$ cat src/rtl/mem_stage.sv
// Memory-access pipeline stage: latches one instruction from execute, runs up to two
// data-memory beats with a per-beat ack timeout, then holds the results for writeback.
module mem_stage #(
  parameter int WIDTH   = 32,
  parameter int TIMEOUT = 255
) (
  input  logic             clk,
  input  logic             rst_n,
  input  logic [WIDTH-1:0] IR_in,
  input  logic [WIDTH-3:0] PC_in,
  input  logic [WIDTH-1:0] Z_in,
  input  logic [WIDTH-1:0] Addr_in,
  input  logic             in_valid,
  output logic             in_ready,
  output logic [WIDTH-1:0] IR_out,
  output logic [WIDTH-3:0] PC_out,
  output logic [WIDTH-1:0] ALUOut,
  output logic [WIDTH-1:0] LMD,
  output logic [WIDTH-1:0] LMD_hi,
  output logic             out_valid,
  input  logic             out_ready,
  output logic             mem_req,
  output logic             mem_we,
  output logic [WIDTH-1:0] mem_addr,
  output logic [WIDTH-1:0] mem_wdata,
  output logic [3:0]       mem_be,
  input  logic [WIDTH-1:0] mem_rdata,
  input  logic             mem_ack,
  output logic             IsStall,
  output logic             mem_err
);
  // Opcode lives in IR[WIDTH-1 -: 6]; values mirror the ISA opcode table.
  localparam logic [5:0] OP_LH = 6'h21;
  localparam logic [5:0] OP_LW = 6'h23;
  localparam logic [5:0] OP_LD = 6'h37;
  localparam logic [5:0] OP_SH = 6'h29;
  localparam logic [5:0] OP_SW = 6'h2B;
  localparam logic [5:0] OP_SD = 6'h3F;
  localparam int CNT_W = $clog2(TIMEOUT + 1);

  typedef enum logic [1:0] {IDLE, REQ, HOLD} state_t;

  function automatic logic is_load(input logic [5:0] op);
    return (op == OP_LW) || (op == OP_LH) || (op == OP_LD);
  endfunction

  function automatic logic is_store(input logic [5:0] op);
    return (op == OP_SW) || (op == OP_SH) || (op == OP_SD);
  endfunction

  function automatic logic is_two(input logic [5:0] op);
    return (op == OP_LD) || (op == OP_SD);
  endfunction

  function automatic logic is_half(input logic [5:0] op);
    return (op == OP_LH) || (op == OP_SH);
  endfunction

  function automatic logic [WIDTH-1:0] half_sext(input logic [WIDTH-1:0] d, input logic hi);
    logic signed [15:0] h;
    h = hi ? d[31:16] : d[15:0];
    return {{(WIDTH-16){h[15]}}, h};
  endfunction

  state_t           state, state_nxt;
  logic             beat, beat_nxt;
  logic [CNT_W-1:0] cnt, cnt_nxt;
  logic             err, err_nxt;
  logic             take;
  logic [WIDTH-1:0] ir_p1, z_p1, addr_p1, lmd_p1, lmd_hi_p1;
  logic [WIDTH-1:0] lmd_nxt, lmd_hi_nxt;
  logic [WIDTH-3:0] pc_p1;
  logic [5:0]       op, op_in;
  logic [WIDTH-1:0] word_addr;
  logic             unused_addr_bit;

  assign op              = ir_p1[WIDTH-1 -: 6];
  assign op_in           = IR_in[WIDTH-1 -: 6];
  assign in_ready        = (state == IDLE) || ((state == HOLD) && out_ready);
  assign IsStall         = in_valid && !in_ready;
  assign out_valid       = (state == HOLD);
  assign mem_req         = (state == REQ);
  assign mem_err         = err;
  assign IR_out          = ir_p1;
  assign PC_out          = pc_p1;
  assign ALUOut          = z_p1;
  assign LMD             = lmd_p1;
  assign LMD_hi          = lmd_hi_p1;
  assign unused_addr_bit = addr_p1[0];

  always_comb begin
    state_nxt  = state;
    beat_nxt   = beat;
    cnt_nxt    = cnt;
    err_nxt    = err;
    lmd_nxt    = lmd_p1;
    lmd_hi_nxt = lmd_hi_p1;
    take       = 1'b0;
    case (state)
      IDLE: take = in_valid;
      REQ: begin
        if (mem_ack) begin
          if (op == OP_LH)             lmd_nxt    = half_sext(mem_rdata, addr_p1[1]);
          else if (is_load(op) && beat) lmd_hi_nxt = mem_rdata;
          else if (is_load(op))        lmd_nxt    = mem_rdata;
          if (is_two(op) && !beat) begin
            beat_nxt = 1'b1;
            cnt_nxt  = '0;
          end else begin
            state_nxt = HOLD;
          end
        end else if (cnt == CNT_W'(TIMEOUT - 1)) begin
          // Abandon the access: flag it and hand zeroed load data downstream.
          err_nxt = 1'b1;
          if (is_load(op)) begin
            lmd_nxt    = '0;
            lmd_hi_nxt = '0;
          end
          state_nxt = HOLD;
        end else begin
          cnt_nxt = cnt + 1'b1;
        end
      end
      HOLD: begin
        if (out_ready) begin
          take = in_valid;
          if (!in_valid) state_nxt = IDLE;
        end
      end
      default: state_nxt = IDLE;
    endcase
    if (take) begin
      state_nxt = (is_load(op_in) || is_store(op_in)) ? REQ : HOLD;
      beat_nxt  = 1'b0;
      cnt_nxt   = '0;
    end
  end

  // Stage boundary: execute -> memory registers
  always_ff @(posedge clk or negedge rst_n) begin
    if (!rst_n) begin
      state     <= IDLE;
      beat      <= 1'b0;
      cnt       <= '0;
      err       <= 1'b0;
      ir_p1     <= '0;
      pc_p1     <= '0;
      z_p1      <= '0;
      addr_p1   <= '0;
      lmd_p1    <= '0;
      lmd_hi_p1 <= '0;
    end else begin
      state     <= state_nxt;
      beat      <= beat_nxt;
      cnt       <= cnt_nxt;
      err       <= err_nxt;
      lmd_p1    <= lmd_nxt;
      lmd_hi_p1 <= lmd_hi_nxt;
      if (take) begin
        ir_p1   <= IR_in;
        pc_p1   <= PC_in;
        z_p1    <= Z_in;
        addr_p1 <= Addr_in;
      end
    end
  end

  assign word_addr = {addr_p1[WIDTH-1:2], 2'b00} + {{(WIDTH-3){1'b0}}, beat, 2'b00};

  always_comb begin
    mem_we    = 1'b0;
    mem_addr  = '0;
    mem_be    = 4'b0000;
    mem_wdata = '0;
    if (state == REQ) begin
      mem_we   = is_store(op);
      mem_addr = word_addr;
      mem_be   = !is_half(op) ? 4'b1111 : (addr_p1[1] ? 4'b1100 : 4'b0011);
      if (op == OP_SH)              mem_wdata = WIDTH'({z_p1[15:0], z_p1[15:0]});
      else if ((op == OP_SD) && beat) mem_wdata = '0;
      else if (is_store(op))         mem_wdata = z_p1;
    end
  end

endmodule

$ cat config.mk
export PLATFORM = sky130hd
export DESIGN_NAME = mem_stage
export DESIGN_NICKNAME = d
export VERILOG_FILES = /design/src/rtl/mem_stage.sv
export SDC_FILE = /design/constraint.sdc
export NUM_CORES = 1
export LEC_CHECK = 0
export CAP_MARGIN = 20
export CORE_MARGIN = 2
export CORE_UTILIZATION = 40
export DETAILED_ROUTE_END_ITERATION = 16
export PLACE_DENSITY = 0.75
export RECOVER_POWER = 100
export SLEW_MARGIN = 20
export SYNTH_ARGS = -nofsm -noshare
export SYNTH_HDL_FRONTEND = slang
export SYNTH_SLANG_ARGS = --single-unit
export TNS_END_PERCENT = 30
$ cat constraint.sdc
create_clock -name clk -period 3.4 [get_ports clk]
set_input_delay 0.68 -clock clk [delete_from_list [all_inputs] [get_ports clk]]
set_output_delay 0.68 -clock clk [all_outputs]
set_load 0.005 [all_outputs]
==> impl_metrics.yaml <==
outcome:
  outcome: "finished with violations"
  failed_checks: "max-capacitance violations, max-slew violations"
global_route:
  grt_pass1_vias: 9487
  grt_max_degree: 107
  grt_first_pass_wirelength_um: 53700
  grt-ovfl-total: 0
  antenna_found_initial: 0
  track_usage: 0.262
timing:
  worst_slew_pin_slew_ns: 2.00
  period_minus_slack_ns: 3.38
  finClkSkew_ns: 0.0124
  drv_slew: 74
  slew_headroom: -0.336
  fmax_mhz: 296
  rsz0062_at_grt: "true"
  setup_violations: 0
  hold_violations: 0
  period_share: 0.994
placement:
  gp_congestion: 0.876
  place.port_buffers: 391
  dp_hpwl_um: 23600
  dp_cells: 1774
  placed_cell_area_mm2: 0.0139
finish:
  syn_to_final_growth_pct: 53.6
  nets: 1657
  instances_no_fill: 1827
  most-common-layout-cells: "nand2_1 (417), clkdlybuf4s50_1 (209), dfrtp_1 (198)"
  fill_cells: 2049
  mostFrequentLayoutCell: "nand2_1"
  stdcell_area_mm2: 0.0148
  drive_gt1_frac: 0.0809
  diodes: 0
synthesis:
  syn_inst: 1111
  synth_flop_cell: "dfrtp_1"
  yosys-top-cells-area: "dfrtp_1 (52%), nand2_1 (16%), mux2i_1 (5.2%), o31ai_1 (4.4%), clkbuf_1 (2.4%)"
  synth_edf_count: 0
  ys_seq_area_frac: 0.523
  ys_ff_latch: 201
  synth.largest_area_cell: "dfrtp_1"
  yosysWarnings: 0
  ys_async_sr_fraction: 1.00
  synth.distinct_cells: 51
  syn-mean-instance-area_um2: 8.66
  synth_top_area_share: 0.523
  syn_area_mm2: 0.00962
die:
  start_util: 0.408
  die_w_um: 159
  die_h_um: 159
  std_cell_rows: 56
  ios: 395
  die-area_mm2: 0.0253
  core_mm2: 0.0235
setup_path:
  path_max_fanout: 4
  cp.arrival_ns: 2.70
  crit_type: "reg -> out"
  crit_path_end_kind: "output pin"
  critical_path.startpoint_type: "flip-flop"
  required_ns: 2.72
clocking:
  clk_pin_slew_ns: 0.06
  cts_buffer_depth: 3
  cts_buffers: 24
  cts_sinks: 201
  cts_hold_buffers: 0
  clkLatencyLatePin_ns: 0.52
  cts_tree: "yes"
  root_buffer: "clkbuf_16"
  htreeDepth: 1
detailed_routing:
  drc_errors: 0
  drt-total-wl_um: 33700
  drt_iter0_markers: 704
  final_antenna_net_count: 0
  wl_per_cell_um: 18.5
  vias: 9463
  dr.pass1.iters: 5
  drt-vias-per-instance: 5.18
power:
  finalPower_uw: 6680
  leakage_uw: 0.00690
  ir_worst_vdd_v: 0.000414
  cellPowerDensity_mw_per_mm2: 452
worst_hold_path:
  hp-class: "reg -> reg"
job:
  maxCapViolations: 1
[worst paths after layout]
kind / end / cells past startpoint / from / slack [ns]
hold / removal: PC_out[18]$_DFFE_PN0N_ / 2 / PC_out[18]$_DFFE_PN0N_ / 0.46
hold reg to reg: PC_out[18]$_DFFE_PN0N_ / 2 / PC_out[18]$_DFFE_PN0N_ / 0.46
min in group asynchronous: addr_p1[15]$_DFFE_PN0N_ / 1 / rst_n / 0.73
setup reg to reg: LMD_hi[26]$_DFFE_PN0P_ / 6 / state[1]$_DFFE_PN0P_ / 0.60
setup / recovery: mem_addr[20] / 8 / addr_p1[2]$_DFFE_PN0N_ / 0.02
max in group asynchronous: LMD[30]$_DFFE_PN0P_ / 2 / rst_n / 0.66
[flip-flops by register name (all words and copies together), names as in the netlist]
name,flops
ALUOut,32
IR_out,32
LMD,32
LMD_hi,32
addr_p1,31
PC_out,30
cnt,8
state,2
beat,1
mem_err,1
[timing repair]
| item | 4_1_cts | 5_1_grt |
|---|---|---|
| hold endpoints to repair | 0 | 0 |
| pin swaps | 9 | 6 |
| endpoints found under the setup margin | 13 | 31 |
| setup buffers | 9 | 0 |
| resized for setup | 56 | 21 |
[cells in the mapped netlist, types with 4 or more instances]
| library cell | count |
|---|---|
| nor2_1 | 34 |
| and3_1 | 9 |
| nand3_1 | 22 |
| a22oi_1 | 18 |
| o21ai_0 | 46 |
| mux2i_1 | 50 |
| ha_1 | 4 |
| o31ai_1 | 57 |
| dfrtp_1 | 201 |
| clkbuf_1 | 62 |
| buf_4 | 4 |
| inv_1 | 45 |
| xnor2_1 | 6 |
| nor2b_1 | 4 |
| nand2_1 | 418 |
| or4_1 | 12 |
| buf_2 | 10 |
| nand4_1 | 5 |
| or3_1 | 6 |
| a21oi_1 | 21 |
| nor3_1 | 5 |
| and2_1 | 22 |
| a31oi_1 | 8 |
[cell families after synthesis]
family | Yosys count | synth area share
flip-flops | 201 | 0.523
buffers and inverters | 124 | 0.0520
AND/OR/NAND/NOR | 554 | 0.245
multiplexers | 50 | 0.0520
other | 1 | 0.000390
AO/OA/AOI/OAI | 169 | 0.115
XOR/XNOR | 8 | 0.00729
adder cells (fa/ha/maj) | 4 | 0.00520
[final cells by class]
type / count / area [um2] / area share
tap: 319 / 399 / 0.0270
sequential: 201 / 5030 / 0.341
timing repair buffer: 431 / 4160 / 0.282
clock buffer: 31 / 678 / 0.0459
clock inverter: 13 / 129 / 0.00873
multi-input combinational: 787 / 4200 / 0.284
inverter: 45 / 169 / 0.0114
[worst max-delay path, stage by stage, from the launching register on]
cell	delay (ns)
dfrtp_1	0.40
ha_4	0.17
ha_4	0.13
nand2_2	0.05
or4_4	0.54
buf_6	0.15
or4_4	0.47
a21oi_2	0.15
buf_2	0.13
[report_power, final]
group | switching, uW | internal, uW
Combinational | 584 | 597
Clock | 1050 | 1560
Sequential | 240 | 2650
[routing by layer]
metal,vias up,part of all wire,global-route usage
li1,4446,-,-
met1,4541,0.42,0.349
met2,413,0.47,0.425
met3,63,0.079,0.0646
met4,0,0.033,0.0798
met5,-,0,0
[metrics by stage]
step	hold slack (ns)	setup slack, ns	TNS, ns	util
6_report	0.464	0.0202	0	0.627
5_1_grt	0.486	-0.0719	-0.205	0.627
4_1_cts	0.212	-0.132	-0.364	0.629
3_5_place_dp	0.461	0.0996	0	0.591
3_3_place_gp	0.457	0.112	0	0.591
2_1_floorplan	0.384	0.534	0	-
No activity file was read; power rests on OpenSTA's default activity.
